`config.mk`:
```
export PLATFORM = sky130hd
export DESIGN_NAME = decode_queue_stage
export DESIGN_NICKNAME = d
export VERILOG_FILES = /design/src/rtl/decode_queue_stage.sv
export SDC_FILE = /design/constraint.sdc
export NUM_CORES = 1
export LEC_CHECK = 0
export CAP_MARGIN = 10
export CORE_MARGIN = 2
export CORE_UTILIZATION = 40
export CTS_BUF_LIST = sky130_fd_sc_hd__clkbuf_8
export DETAILED_ROUTE_END_ITERATION = 10
export GPL_TIMING_DRIVEN = 0
export PLACE_DENSITY = 0.63
export SLEW_MARGIN = 30
export SYNTH_ARGS = -nofsm -noshare
export SYNTH_HDL_FRONTEND = slang
export SYNTH_SLANG_ARGS = --single-unit
export TNS_END_PERCENT = 1
```
`constraint.sdc`:
```
create_clock -name clk -period 7.4 [get_ports clk]
set_input_delay 1.48 -clock clk [delete_from_list [all_inputs] [get_ports clk]]
set_output_delay 1.48 -clock clk [all_outputs]
set_load 0.02 [all_outputs]
```
`src/rtl/decode_queue_stage.sv`:
```
// Instruction queue (circular buffer) followed by an RV32I decoder and a registered decode bundle.
// Optional macro RV32M_EN enables decoding of the RV32M multiply/divide encodings.
module decode_queue_stage #(
    parameter int DEPTH    = 4,
    parameter int PC_WIDTH = 32
) (
    input  logic                  clk,
    input  logic                  resetb,
    input  logic                  flush,
    input  logic                  in_valid,
    output logic                  in_ready,
    input  logic [31:0]           in_inst,
    input  logic [PC_WIDTH-1:0]   in_pc,
    output logic                  out_valid,
    input  logic                  out_ready,
    output logic [31:0]           out_inst,
    output logic [PC_WIDTH-1:0]   out_pc,
    output logic [31:0]           out_imm,
    output logic [4:0]            out_rs1,
    output logic [4:0]            out_rs2,
    output logic [4:0]            out_rd,
    output logic [4:0]            out_alu_op,
    output logic                  out_alu_signed,
    output logic                  out_op1_pc,
    output logic                  out_op2_imm,
    output logic                  out_regwrite,
    output logic                  out_jump,
    output logic                  out_jr,
    output logic                  out_br,
    output logic                  out_load,
    output logic                  out_store,
    output logic                  out_mret,
    output logic [1:0]            out_mem_size,
    output logic                  out_mem_signed,
    output logic [1:0]            out_csr_op,
    output logic                  out_csr_imm,
    output logic                  out_exc,
    output logic [3:0]            out_exc_cause,
    output logic [$clog2(DEPTH):0] occupancy
);
    localparam int AW = $clog2(DEPTH);
    localparam logic [AW:0] FULL = (AW+1)'(DEPTH);

    typedef struct packed {
        logic [31:0] imm;
        logic [4:0]  rs1;
        logic [4:0]  rs2;
        logic [4:0]  rd;
        logic [4:0]  alu_op;
        logic        alu_signed;
        logic        op1_pc;
        logic        op2_imm;
        logic        regwrite;
        logic        jump;
        logic        jr;
        logic        br;
        logic        load;
        logic        store;
        logic        mret;
        logic [1:0]  mem_size;
        logic        mem_signed;
        logic [1:0]  csr_op;
        logic        csr_imm;
        logic        exc;
        logic [3:0]  exc_cause;
    } dec_t;

    logic [31:0]         inst_mem [DEPTH];
    logic [PC_WIDTH-1:0] pc_mem   [DEPTH];
    logic [AW-1:0]       wr_ptr, rd_ptr;
    logic [AW:0]         count;
    logic                push, pop, ill;
    logic [31:0]         h;
    logic [2:0]          f3;
    logic [6:0]          f7;
    dec_t                d, out_q;

    // Both sides use valid/ready: a transfer happens on a rising edge where valid and ready are
    // both high. in_ready depends only on occupancy, so a pop never frees a slot for the same edge.
    assign in_ready  = (count < FULL);
    assign push      = in_valid && in_ready;
    assign pop       = (count != '0) && (!out_valid || out_ready);
    assign occupancy = count;

    always_ff @(posedge clk) begin
        if (push && !flush) begin
            inst_mem[wr_ptr] <= in_inst;
            pc_mem[wr_ptr]   <= in_pc;
        end
    end

    always_ff @(posedge clk) begin
        if (!resetb || flush) begin
            wr_ptr <= '0;
            rd_ptr <= '0;
            count  <= '0;
        end else begin
            if (push) wr_ptr <= wr_ptr + 1'b1;
            if (pop)  rd_ptr <= rd_ptr + 1'b1;
            case ({push, pop})
                2'b10:   count <= count + 1'b1;
                2'b01:   count <= count - 1'b1;
                default: count <= count;
            endcase
        end
    end

    function automatic logic [4:0] alu_of(input logic [2:0] fn, input logic alt);
        case (fn)
            3'b000:  alu_of = alt ? 5'd1 : 5'd0;
            3'b001:  alu_of = 5'd2;
            3'b010:  alu_of = 5'd3;
            3'b011:  alu_of = 5'd3;
            3'b100:  alu_of = 5'd4;
            3'b101:  alu_of = alt ? 5'd6 : 5'd5;
            3'b110:  alu_of = 5'd7;
            default: alu_of = 5'd8;
        endcase
    endfunction

    assign h  = inst_mem[rd_ptr];
    assign f3 = h[14:12];
    assign f7 = h[31:25];

    always_comb begin
        d            = '0;
        ill          = 1'b0;
        d.rs1        = h[19:15];
        d.rs2        = h[24:20];
        d.rd         = h[11:7];
        d.alu_signed = 1'b1;
        if (h[1:0] != 2'b11) begin
            ill = 1'b1;
        end else begin
            case (h[6:2])
                5'b00100: begin
                    d.regwrite   = 1'b1;
                    d.op2_imm    = 1'b1;
                    d.alu_op     = alu_of(f3, (f3 == 3'b101) && h[30]);
                    d.alu_signed = (f3 != 3'b011);
                    if (f3 == 3'b001 || f3 == 3'b101) d.imm = {27'd0, h[24:20]};
                    else                              d.imm = {{20{h[31]}}, h[31:20]};
                end
                5'b01101: begin
                    d.regwrite = 1'b1;
                    d.op2_imm  = 1'b1;
                    d.rs1      = 5'd0;
                    d.imm      = {h[31:12], 12'd0};
                end
                5'b00101: begin
                    d.regwrite = 1'b1;
                    d.op1_pc   = 1'b1;
                    d.op2_imm  = 1'b1;
                    d.imm      = {h[31:12], 12'd0};
                end
                5'b01100: begin
                    d.regwrite   = 1'b1;
                    d.alu_signed = (f3 != 3'b011);
                    if (f7 == 7'b0000000 ||
                        (f7 == 7'b0100000 && (f3 == 3'b000 || f3 == 3'b101)))
                        d.alu_op = alu_of(f3, h[30]);
`ifdef RV32M_EN
                    else if (f7 == 7'b0000001)
                        d.alu_op = 5'd9 + {2'b00, f3};
`endif
                    else
                        ill = 1'b1;
                end
                5'b11011: begin
                    d.regwrite = 1'b1;
                    d.jump     = 1'b1;
                    d.imm      = {{11{h[31]}}, h[31], h[19:12], h[20], h[30:21], 1'b0};
                end
                5'b11001: begin
                    d.regwrite = 1'b1;
                    d.jr       = 1'b1;
                    d.op2_imm  = 1'b1;
                    d.imm      = {{20{h[31]}}, h[31:20]};
                end
                5'b11000: begin
                    d.br  = 1'b1;
                    d.imm = {{19{h[31]}}, h[31], h[7], h[30:25], h[11:8], 1'b0};
                    ill   = (f3 == 3'b010) || (f3 == 3'b011);
                end
                5'b00000: begin
                    d.regwrite   = 1'b1;
                    d.load       = 1'b1;
                    d.op2_imm    = 1'b1;
                    d.imm        = {{20{h[31]}}, h[31:20]};
                    d.mem_size   = f3[1:0];
                    d.mem_signed = !f3[2];
                    ill          = (f3 == 3'b011) || (f3 == 3'b110) || (f3 == 3'b111);
                end
                5'b01000: begin
                    d.store    = 1'b1;
                    d.op2_imm  = 1'b1;
                    d.imm      = {{20{h[31]}}, h[31:25], h[11:7]};
                    d.mem_size = f3[1:0];
                    ill        = (f3[2] || f3[1:0] == 2'b11);
                end
                5'b00011: ;
                5'b11100: begin
                    if (f3 == 3'b000) begin
                        if (h == 32'h0000_0073) begin
                            d.exc       = 1'b1;
                            d.exc_cause = 4'd11;
                        end else if (h == 32'h0010_0073) begin
                            d.exc       = 1'b1;
                            d.exc_cause = 4'd3;
                        end else if (h == 32'h3020_0073) begin
                            d.mret = 1'b1;
                        end else begin
                            ill = 1'b1;
                        end
                    end else if (f3 == 3'b100) begin
                        ill = 1'b1;
                    end else begin
                        d.csr_op   = f3[1:0];
                        d.csr_imm  = f3[2];
                        d.regwrite = 1'b1;
                        d.imm      = {20'd0, h[31:20]};
                    end
                end
                default: ill = 1'b1;
            endcase
        end
        if (ill) begin
            d.exc       = 1'b1;
            d.exc_cause = 4'd2;
        end
        // A faulting instruction must not leave any side effect behind in later stages.
        if (d.exc) begin
            d.regwrite   = 1'b0;
            d.store      = 1'b0;
            d.load       = 1'b0;
            d.br         = 1'b0;
            d.jump       = 1'b0;
            d.jr         = 1'b0;
            d.mret       = 1'b0;
            d.op1_pc     = 1'b0;
            d.op2_imm    = 1'b0;
            d.mem_size   = 2'd0;
            d.mem_signed = 1'b0;
            d.csr_op     = 2'd0;
            d.csr_imm    = 1'b0;
        end
    end

    always_ff @(posedge clk) begin
        if (!resetb) begin
            out_valid <= 1'b0;
            out_q     <= '0;
            out_inst  <= '0;
            out_pc    <= '0;
        end else if (flush) begin
            out_valid <= 1'b0;
        end else if (pop) begin
            out_valid <= 1'b1;
            out_q     <= d;
            out_inst  <= h;
            out_pc    <= pc_mem[rd_ptr];
        end else if (out_ready) begin
            out_valid <= 1'b0;
        end
    end

    assign out_imm        = out_q.imm;
    assign out_rs1        = out_q.rs1;
    assign out_rs2        = out_q.rs2;
    assign out_rd         = out_q.rd;
    assign out_alu_op     = out_q.alu_op;
    assign out_alu_signed = out_q.alu_signed;
    assign out_op1_pc     = out_q.op1_pc;
    assign out_op2_imm    = out_q.op2_imm;
    assign out_regwrite   = out_q.regwrite;
    assign out_jump       = out_q.jump;
    assign out_jr         = out_q.jr;
    assign out_br         = out_q.br;
    assign out_load       = out_q.load;
    assign out_store      = out_q.store;
    assign out_mret       = out_q.mret;
    assign out_mem_size   = out_q.mem_size;
    assign out_mem_signed = out_q.mem_signed;
    assign out_csr_op     = out_q.csr_op;
    assign out_csr_imm    = out_q.csr_imm;
    assign out_exc        = out_q.exc;
    assign out_exc_cause  = out_q.exc_cause;
endmodule

```
### Word level (Yosys, flattened, before mapping)

Memory sizes are Yosys's and may differ from the RTL's. A register that Yosys moved wholly into a read port is not among the register bits.
Index checks and enable logic that the tools add are counted.

| operators by class | value |
|---|---|
| add/sub/neg operators | 4 |
| magnitude comparators | 1 |
| equal/unequal tests | 26 |
| multiplexer cells | 55 |
| bitwise gates (word level) | 2 |
| reduce and logical (&&, ||, !) cells | 34 |

Operator list:

| cell | number |
|---|---|
| $pmux 32 s7 | 1 |
| $pmux 4 s6 | 2 |
| $mux 37 | 1 |
| $eq 32x21->1 const B | 1 |
| $eq 32x30->1 const B | 1 |
| $eq 32x7->1 const B | 1 |
| $mux 32 | 1 |
| $mux 5 | 6 |
| $mux 1 | 28 |
| $mux 26 | 1 |
| $mux 12 | 2 |
| $eq 5x5->1 const B | 4 |
| $eq 5x4->1 const B | 3 |
| $mux 15 | 1 |
| $eq 3x3->1 const B | 4 |
| $pmux 6 s2 | 1 |
| $reduce_or 6->1 | 2 |
| $eq 5x3->1 const B | 2 |
| $mux 2 | 5 |
| $reduce_or 2->1 | 5 |
| $logic_or 1x1->1 | 9 |
| $mux 8 | 1 |
| $eq 7x6->1 const B | 1 |
| $logic_not 7->1 | 1 |
| other kinds (24) | 38 |

| storage, ports and cells | value |
|---|---|
| flip-flop bits (word level) | 113 |
| RAM bits | 256 |
| input port bits | 69 |
| output and inout port bits | 142 |
| logic and storage cells | 150 |
| memories | 2 |

Memories:

| name | words | width | rd ports | clocked after memory_dff | wr ports | line | source |
|---|---|---|---|---|---|---|---|
| inst_mem | 4 | 32 | 1 | 1 | 1 | 68 | `logic [31:0] inst_mem [DEPTH];` |
| pc_mem | 4 | 32 | 1 | 1 | 1 | 69 | `logic [PC_WIDTH-1:0] pc_mem [DEPTH];` |

### Longest topological paths before layout

Gate-level depths: netlist of run 1.

| logic depth | value |
|---|---|
| depth after elaboration | 9 |
| mapped depth | 11 |
| mapped depth without buffers | 8 |

### Worst setup path before layout of run 1

OpenSTA, ideal clock, no wires.

| timing | value |
|---|---|
| path type | input to register |
| start | input port in_valid |
| end | memory inst_mem[0][0], enable pin |
| arrival time | 3.484 ns |
| data required time | 6.971 ns |
| setup slack | 3.487 ns |
| stages on the path | 4 |
| buffers on the path | 0 |
| cell sequence | nor2b_1 > inv_1 > nor2_1 > and2_1 |

| between the ends | value |
|---|---|
| longest elaborated chain between the ends | 4 |

Ends and longest elaborated chain:

| what | line | source |
|---|---|---|
| start: declaration | 10 | `input logic in_valid,` |
| $logic_and 1x1->1 | 81 | `assign push = in_valid && in_ready;` |
| $logic_and 1x1->1 | 86 | `if (push && !flush) begin` |
| $mux 1 | 86 |  |
| $mux 1 (implied by the code) | 87 | `inst_mem[wr_ptr] <= in_inst;` |
| end: declaration | 68 |  |

No other way between the ends.

==> results.sh, run 1 <==
export IMPL_synth_edf_count=256
export IMPL_antenna_found_initial=6
export IMPL_slew_viol_final=0
export IMPL_cap_violations=0
export IMPL_min_period_over_period=0.5294
export IMPL_cts_buffers=61
export IMPL_cts_resized=0
export IMPL_holdCritPathClass="reg2reg"
export IMPL_areaGrowthSynthToFinish_pct=27.32
export IMPL_cts_tree="done"
export IMPL_synth_cells=1001
export IMPL_p_per_area_nw_per_um2=247.9
export IMPL_min_period_ps=3918
export IMPL_path_clk_slew_ps=60
export IMPL_numPortBuffers=207
export IMPL_grt_pass1_wl_mm=57.55
export IMPL_grt_pass1_vias=9536
export IMPL_skew_ps=13.89
export IMPL_finalWorstSetupSlack_ps=3482
export IMPL_die_h_um=196.9
export IMPL_power_total_mw=4.697
export IMPL_yosys_top_cells_area="edfxtp_1 (52%), dfxtp_1 (18%), mux4_2 (8.5%), nand2_1 (4.4%), a21boi_0 (3.5%)"
export IMPL_worstSetupPathType="reg2reg"
export IMPL_cts_root_buf="clkbuf_8"
export IMPL_fin_cells=1800
export IMPL_synth_most_common_cell="edfxtp_1"
export IMPL_synthFlopType="edfxtp_1"
export IMPL_final_hold_viol_count=0
export IMPL_stdcell_area_sq_um=18950
export IMPL_dpl_cell_area_sq_um=17680
export IMPL_fp_dieArea_sq_um=38770
export IMPL_final_util=0.5176
export IMPL_cp_max_fo=10
export IMPL_ys_seq_area_frac=0.6968
export IMPL_grtUsageTotal=0.1980
export IMPL_synth_top_cell_by_area="edfxtp_1"
export IMPL_coreArea_sq_um=36610
export IMPL_finalNetCount=1353
export IMPL_grt_overflow_total=0
export IMPL_outcome="finished, final reports clean"
export IMPL_die_w_um=196.9
export IMPL_cp_start_kind="register"
export IMPL_synth_commonest_cells="edfxtp_1 (256), nand2_1 (174), dfxtp_1 (134), a21boi_0 (69), mux4_2 (56)"
export IMPL_grt_max_degree=39
export IMPL_ys_ff_latch=390
export IMPL_worst_pin_slew_ps=847.2
export IMPL_cts_hold_buf=0
export IMPL_ant_nets=0
export IMPL_gp_congestion=0.8852
export IMPL_synth_area_sq_um=14880
export IMPL_cts_htree_levels=2
export IMPL_ys_warn_count=0
export IMPL_cts_sinks=390
export IMPL_postCtsSetupBuffers=0
export IMPL_clock_path_buffers=3
export IMPL_ir_drop_uv=189.9
export IMPL_dp_hpwl_mm=26.63
export IMPL_finalSetupTns_ps=0
export IMPL_vias_per_cell=5.167
export IMPL_pre_cts_ws_ps=2980
export IMPL_critPathRequiredTime_ps=7940
export IMPL_syn_area_per_cell_sq_um=14.87
export IMPL_via_count=9301
export IMPL_routed_wl_mm=38.12
export IMPL_fmax_mhz=255.2
export IMPL_rsz0062_at_grt="no"
export IMPL_initial_core_util=0.4065
export IMPL_setup_viol=0
export IMPL_drt_pre_antenna_iters=4
export IMPL_drc=0
export IMPL_power_leakage_nw=6.294
export IMPL_clock_latency_ps=610
export IMPL_crit_arrival_ps=4460
export IMPL_dp_cells=1683
export IMPL_ys_types=58
export IMPL_whs_ps=455.3
export IMPL_hold_start="out_imm[17]$_SDFFE_PN0P_"
export IMPL_slew_limit_headroom=0.4321
export IMPL_end_kind="register"
export IMPL_num_rows=70
export IMPL_ys_async_sr_fraction=0
export IMPL_synth_top_area_frac=0.5165
export IMPL_io_pins=211
export IMPL_drt_initial_drc_count=388
export IMPL_drive_gt1_frac=0.1375
export IMPL_routedWlPerCell_um=21.18
## routing by layer
layer	wire, um	part of all wire	global-route usage
met3	2776	0.073	0.05852
met4	656	0.017	0.04511
met2	18380	0.48	0.3346
met5	74	0.0019	0
met1	16230	0.43	0.2526
## logic make-up (layout without fill, tap and decap cells)
family                   Yosys count  after routing  synth area share
other                              1              3         0.0002520
AO/OA/AOI/OAI                    169            169           0.08214
multiplexers                      64             64           0.09886
buffers and inverters             79            408           0.02623
adder cells (fa/ha/maj)            6              6          0.005549
XOR/XNOR                           6              6          0.003531
flip-flops                       390            390            0.6968
AND/OR/NAND/NOR                  286            286           0.08668
## flip-flops by register name (all words and copies together) (netlist names), 2 cells and up, named ones only
| register | cells |
|---|---|
| inst_mem | 128 |
| occupancy | 3 |
| out_alu_op | 4 |
| out_csr_op | 2 |
| out_exc_cause | 3 |
| out_imm | 32 |
| out_inst | 32 |
| out_mem_size | 2 |
| out_pc | 32 |
| out_rs1 | 5 |
| pc_mem | 128 |
| rd_ptr | 2 |
| wr_ptr | 2 |
## worst max-delay path, cell delays in order, from the launching register on
cell	delay (ps)
dfxtp_1	450
clkbuf_1	560
buf_1	560
mux4_2	500
nor4_1	320
nand4_1	270
nor4_2	370
o21ai_2	130
nor3_4	440
a32o_1	220
## cells in the final DEF, fill, tap and decap left out, types with 7 or more instances in the layout
cell type / n
edfxtp_1: 256
mux4_2: 56
nor3_1: 9
buf_12: 7
buf_4: 13
clkdlybuf4s50_1: 207
a21boi_0: 69
nor2b_1: 13
o21ai_0: 18
inv_1: 40
a22oi_1: 22
clkbuf_8: 73
a21oi_1: 18
nor2_1: 34
dfxtp_1: 134
nand3_1: 14
mux4_1: 8
a22o_1: 19
clkbuf_1: 43
nand2_1: 174
## final timing paths
path / cells past startpoint / end / slack, ps
hold reg to reg: 2 / out_imm[17]$_SDFFE_PN0P_ / 460
setup / recovery: 9 / out_jump$_SDFFE_PN0P_ / 3480
hold / removal: 2 / out_imm[17]$_SDFFE_PN0P_ / 460
setup reg to reg: 9 / out_jump$_SDFFE_PN0P_ / 3480
## power breakdown
group	switching, mW	internal [mW]
logic	0.277	0.199
registers	0.0261	2.38
clock network	0.822	0.997
## final cells by class
class	count	area [sq um]
clock inverters	43	256.5
plain buffers	69	356.6
multi-input cells	533	4136
clock buffers	73	1005
well taps	468	585.6
fillers	3200	17660
inverters	10	37.54
diodes	1	2.502
repair buffers	213	2200
flip-flops and latches	390	10370
(Power assumes the default switching activity.)
==> run 2, diff against run 1 <==
--- a/config.mk
+++ b/config.mk
@@ -11,7 +11,7 @@
 export CTS_BUF_LIST = sky130_fd_sc_hd__clkbuf_8
 export DETAILED_ROUTE_END_ITERATION = 10
 export GPL_TIMING_DRIVEN = 0
-export PLACE_DENSITY = 0.63
+export PLACE_DENSITY = 0.65
 export SLEW_MARGIN = 30
 export SYNTH_ARGS = -nofsm -noshare
 export SYNTH_HDL_FRONTEND = slang
==> constraint.sdc (replaced) <==
create_clock -name clk -period 3.4 [get_ports clk]
set_input_delay 0.68 -clock clk [delete_from_list [all_inputs] [get_ports clk]]
set_output_delay 0.68 -clock clk [all_outputs]
set_load 0.02 [all_outputs]
==> results.sh, run 2 (same netlist as run 1, synthesis figures left out) <==
export IMPL_grt_overflow_total=0
export IMPL_cp_start_kind="register"
export IMPL_reg_largest_list="inst_mem (128), pc_mem (128)"
export IMPL_path_clk_slew_ps=60
export IMPL_grt_max_degree=40
export IMPL_cap_violations=0
export IMPL_use_met3=0.05424
export IMPL_met1_usage=0.2579
export IMPL_antenna_found_initial=1
export IMPL_cts_sinks=390
export IMPL_min_period_over_period=0.9530
export IMPL_numPortBuffers=207
export IMPL_stdcell_area_sq_um=19020
export IMPL_p_per_area_nw_per_um2=544.5
export IMPL_io_pins=211
export IMPL_clkPwrFrac=0.395
export IMPL_whs_ps=455.6
export IMPL_nFillCells=3149
export IMPL_setup_viol=0
export IMPL_seq_area_sq_um=10370
export IMPL_die_w_um=196.9
export IMPL_skew_ps=32.62
export IMPL_drive_gt1_frac=0.1467
export IMPL_routedWlPerCell_um=21.09
export IMPL_clock_path_buffers=3
export IMPL_fp_dieArea_sq_um=38770
export IMPL_worst_pin_slew_ps=860.4
export IMPL_switching_share=0.2399
export IMPL_power_share_sequential=0.505
export IMPL_use_met2=0.3221
export IMPL_rsz0062_at_grt="no"
export IMPL_routed_wl_mm=37.94
export IMPL_grtUsageTotal=0.1953
export IMPL_grt_busiest_layer="met2"
export IMPL_worstHoldPathCells=2
export IMPL_cts_buffers=61
export IMPL_drt_pre_antenna_iters=6
export IMPL_power_leakage_nw=6.284
export IMPL_p_sw_mw=2.485
export IMPL_gp_congestion=0.8735
export IMPL_finalSetupTns_ps=0
export IMPL_timing_rr_end="out_csr_imm$_SDFFE_PN0P_"
export IMPL_end_kind="register"
export IMPL_slew_viol_final=0
export IMPL_crit_end="out_csr_imm$_SDFFE_PN0P_"
export IMPL_critPathRequiredTime_ps=3940
export IMPL_finalNetCount=1353
export IMPL_cp_max_fo=10
export IMPL_drc=0
export IMPL_ff2ff_setup_slack_ps=160
export IMPL_crit_arrival_ps=3780
export IMPL_coreArea_sq_um=36610
export IMPL_min_period_ps=3240
export IMPL_cts_htree_levels=2
export IMPL_slew_limit_headroom=0.4264
export IMPL_final_cell_mix="edfxtp_1 (256), clkdlybuf4s50_1 (207), nand2_1 (174), dfxtp_1 (134), clkbuf_8 (77)"
export IMPL_outcome="finished, final reports clean"
export IMPL_initial_core_util=0.4065
export IMPL_cts_hold_buf=0
export IMPL_worst_r2r_path_depth=10
export IMPL_num_rows=70
export IMPL_areaGrowthSynthToFinish_pct=27.81
export IMPL_comb_power_share=0.100
export IMPL_dp_hpwl_mm=26.52
export IMPL_holdCritPathClass="reg2reg"
export IMPL_via_count=9376
export IMPL_cts_tree="done"
export IMPL_grt_pass1_wl_mm=56.71
export IMPL_final_util=0.5196
export IMPL_intPower_mw=7.873
export IMPL_clock_latency_ps=620
export IMPL_cts_root_buf="clkbuf_8"
export IMPL_final_hold_viol_count=0
export IMPL_grt_pass1_vias=9411
export IMPL_multi_input_area_sq_um=4153
export IMPL_ant_nets=0
export IMPL_layout_commonest_cell="edfxtp_1"
export IMPL_ir_drop_uv=381.0
export IMPL_worstSetupPathType="reg2reg"
export IMPL_fmax_mhz=308.6
export IMPL_dpl_cell_area_sq_um=17670
export IMPL_die_h_um=196.9
export IMPL_vias_per_cell=5.212
export IMPL_drt_initial_drc_count=502
==> run 2: repair_timing <==
action,4_1_cts,5_1_grt
setup endpoints to repair,26,20
setup buffers,0,1
gates resized for setup,5,4
pin swaps,1,1
==> run 2: critical path: stages (launching register included) <==
cell	delay, ps
dfxtp_1	330
buf_6	140
buf_12	150
mux4_1	750
nor4_1	460
nand4_1	280
nor4_2	330
o21ai_2	120
nor3_4	270
buf_12	150
a32o_1	160
==> run 2: worst min-delay path by stage <==
stage	from	endpoint	slack (ps)
4_1_cts	out_imm[16]$_SDFFE_PN0P_	out_imm[16]$_SDFFE_PN0P_	460
5_1_grt	out_imm[15]$_SDFFE_PN0P_	out_imm[15]$_SDFFE_PN0P_	470
6_report	out_imm[16]$_SDFFE_PN0P_	out_imm[16]$_SDFFE_PN0P_	460
3_3_place_gp	out_imm[19]$_SDFFE_PN0P_	out_imm[19]$_SDFFE_PN0P_	440
2_1_floorplan	out_imm[31]$_SDFFE_PN0P_	out_imm[31]$_SDFFE_PN0P_	520
3_5_place_dp	out_imm[16]$_SDFFE_PN0P_	out_imm[16]$_SDFFE_PN0P_	440
==> run 2: area by class of cell <==
cell class,count,area share
flip-flops and latches,390,0.5452
multi-input cells,533,0.2183
repair buffers,213,0.1160
clock buffers,77,0.05571
well taps,468,0.03078
plain buffers,69,0.01921
clock inverters,37,0.01256
inverters,10,0.001973
diodes,2,0.0002631
==> run 2: power groups by stage <==
stage               clock network (mW)  registers (mW)  logic [mW]
finish                            4.09            5.23        1.04
global placement                     0            5.33        1.02
CTS                               4.18            5.23        1.05
global route                      4.37            5.24        1.12
detailed placement                   0            5.33        1.04
floorplan                            0            5.39       0.504
==> run 2: per-layer routing <==
layer,share of wire,up-vias
li1,-,4329
met1,0.43,4684
met2,0.48,317
met3,0.077,46
met4,0.015,0
met5,0,-
==> run 2: per-stage QoR <==
| stage | total power, mW | setup WS, ps | instances |
|---|---|---|---|
| 4_1_cts | 10.45 | 21.22 | 1796 |
| 5_1_grt | 10.73 | 4.494 | 1797 |
| 3_5_place_dp | 6.373 | -472.0 | 1682 |
| 3_3_place_gp | 6.351 | -1652 | 1677 |
| 2_1_floorplan | 5.897 | 286.6 | 1002 |
| 6_report | 10.36 | 159.9 | 1799 |
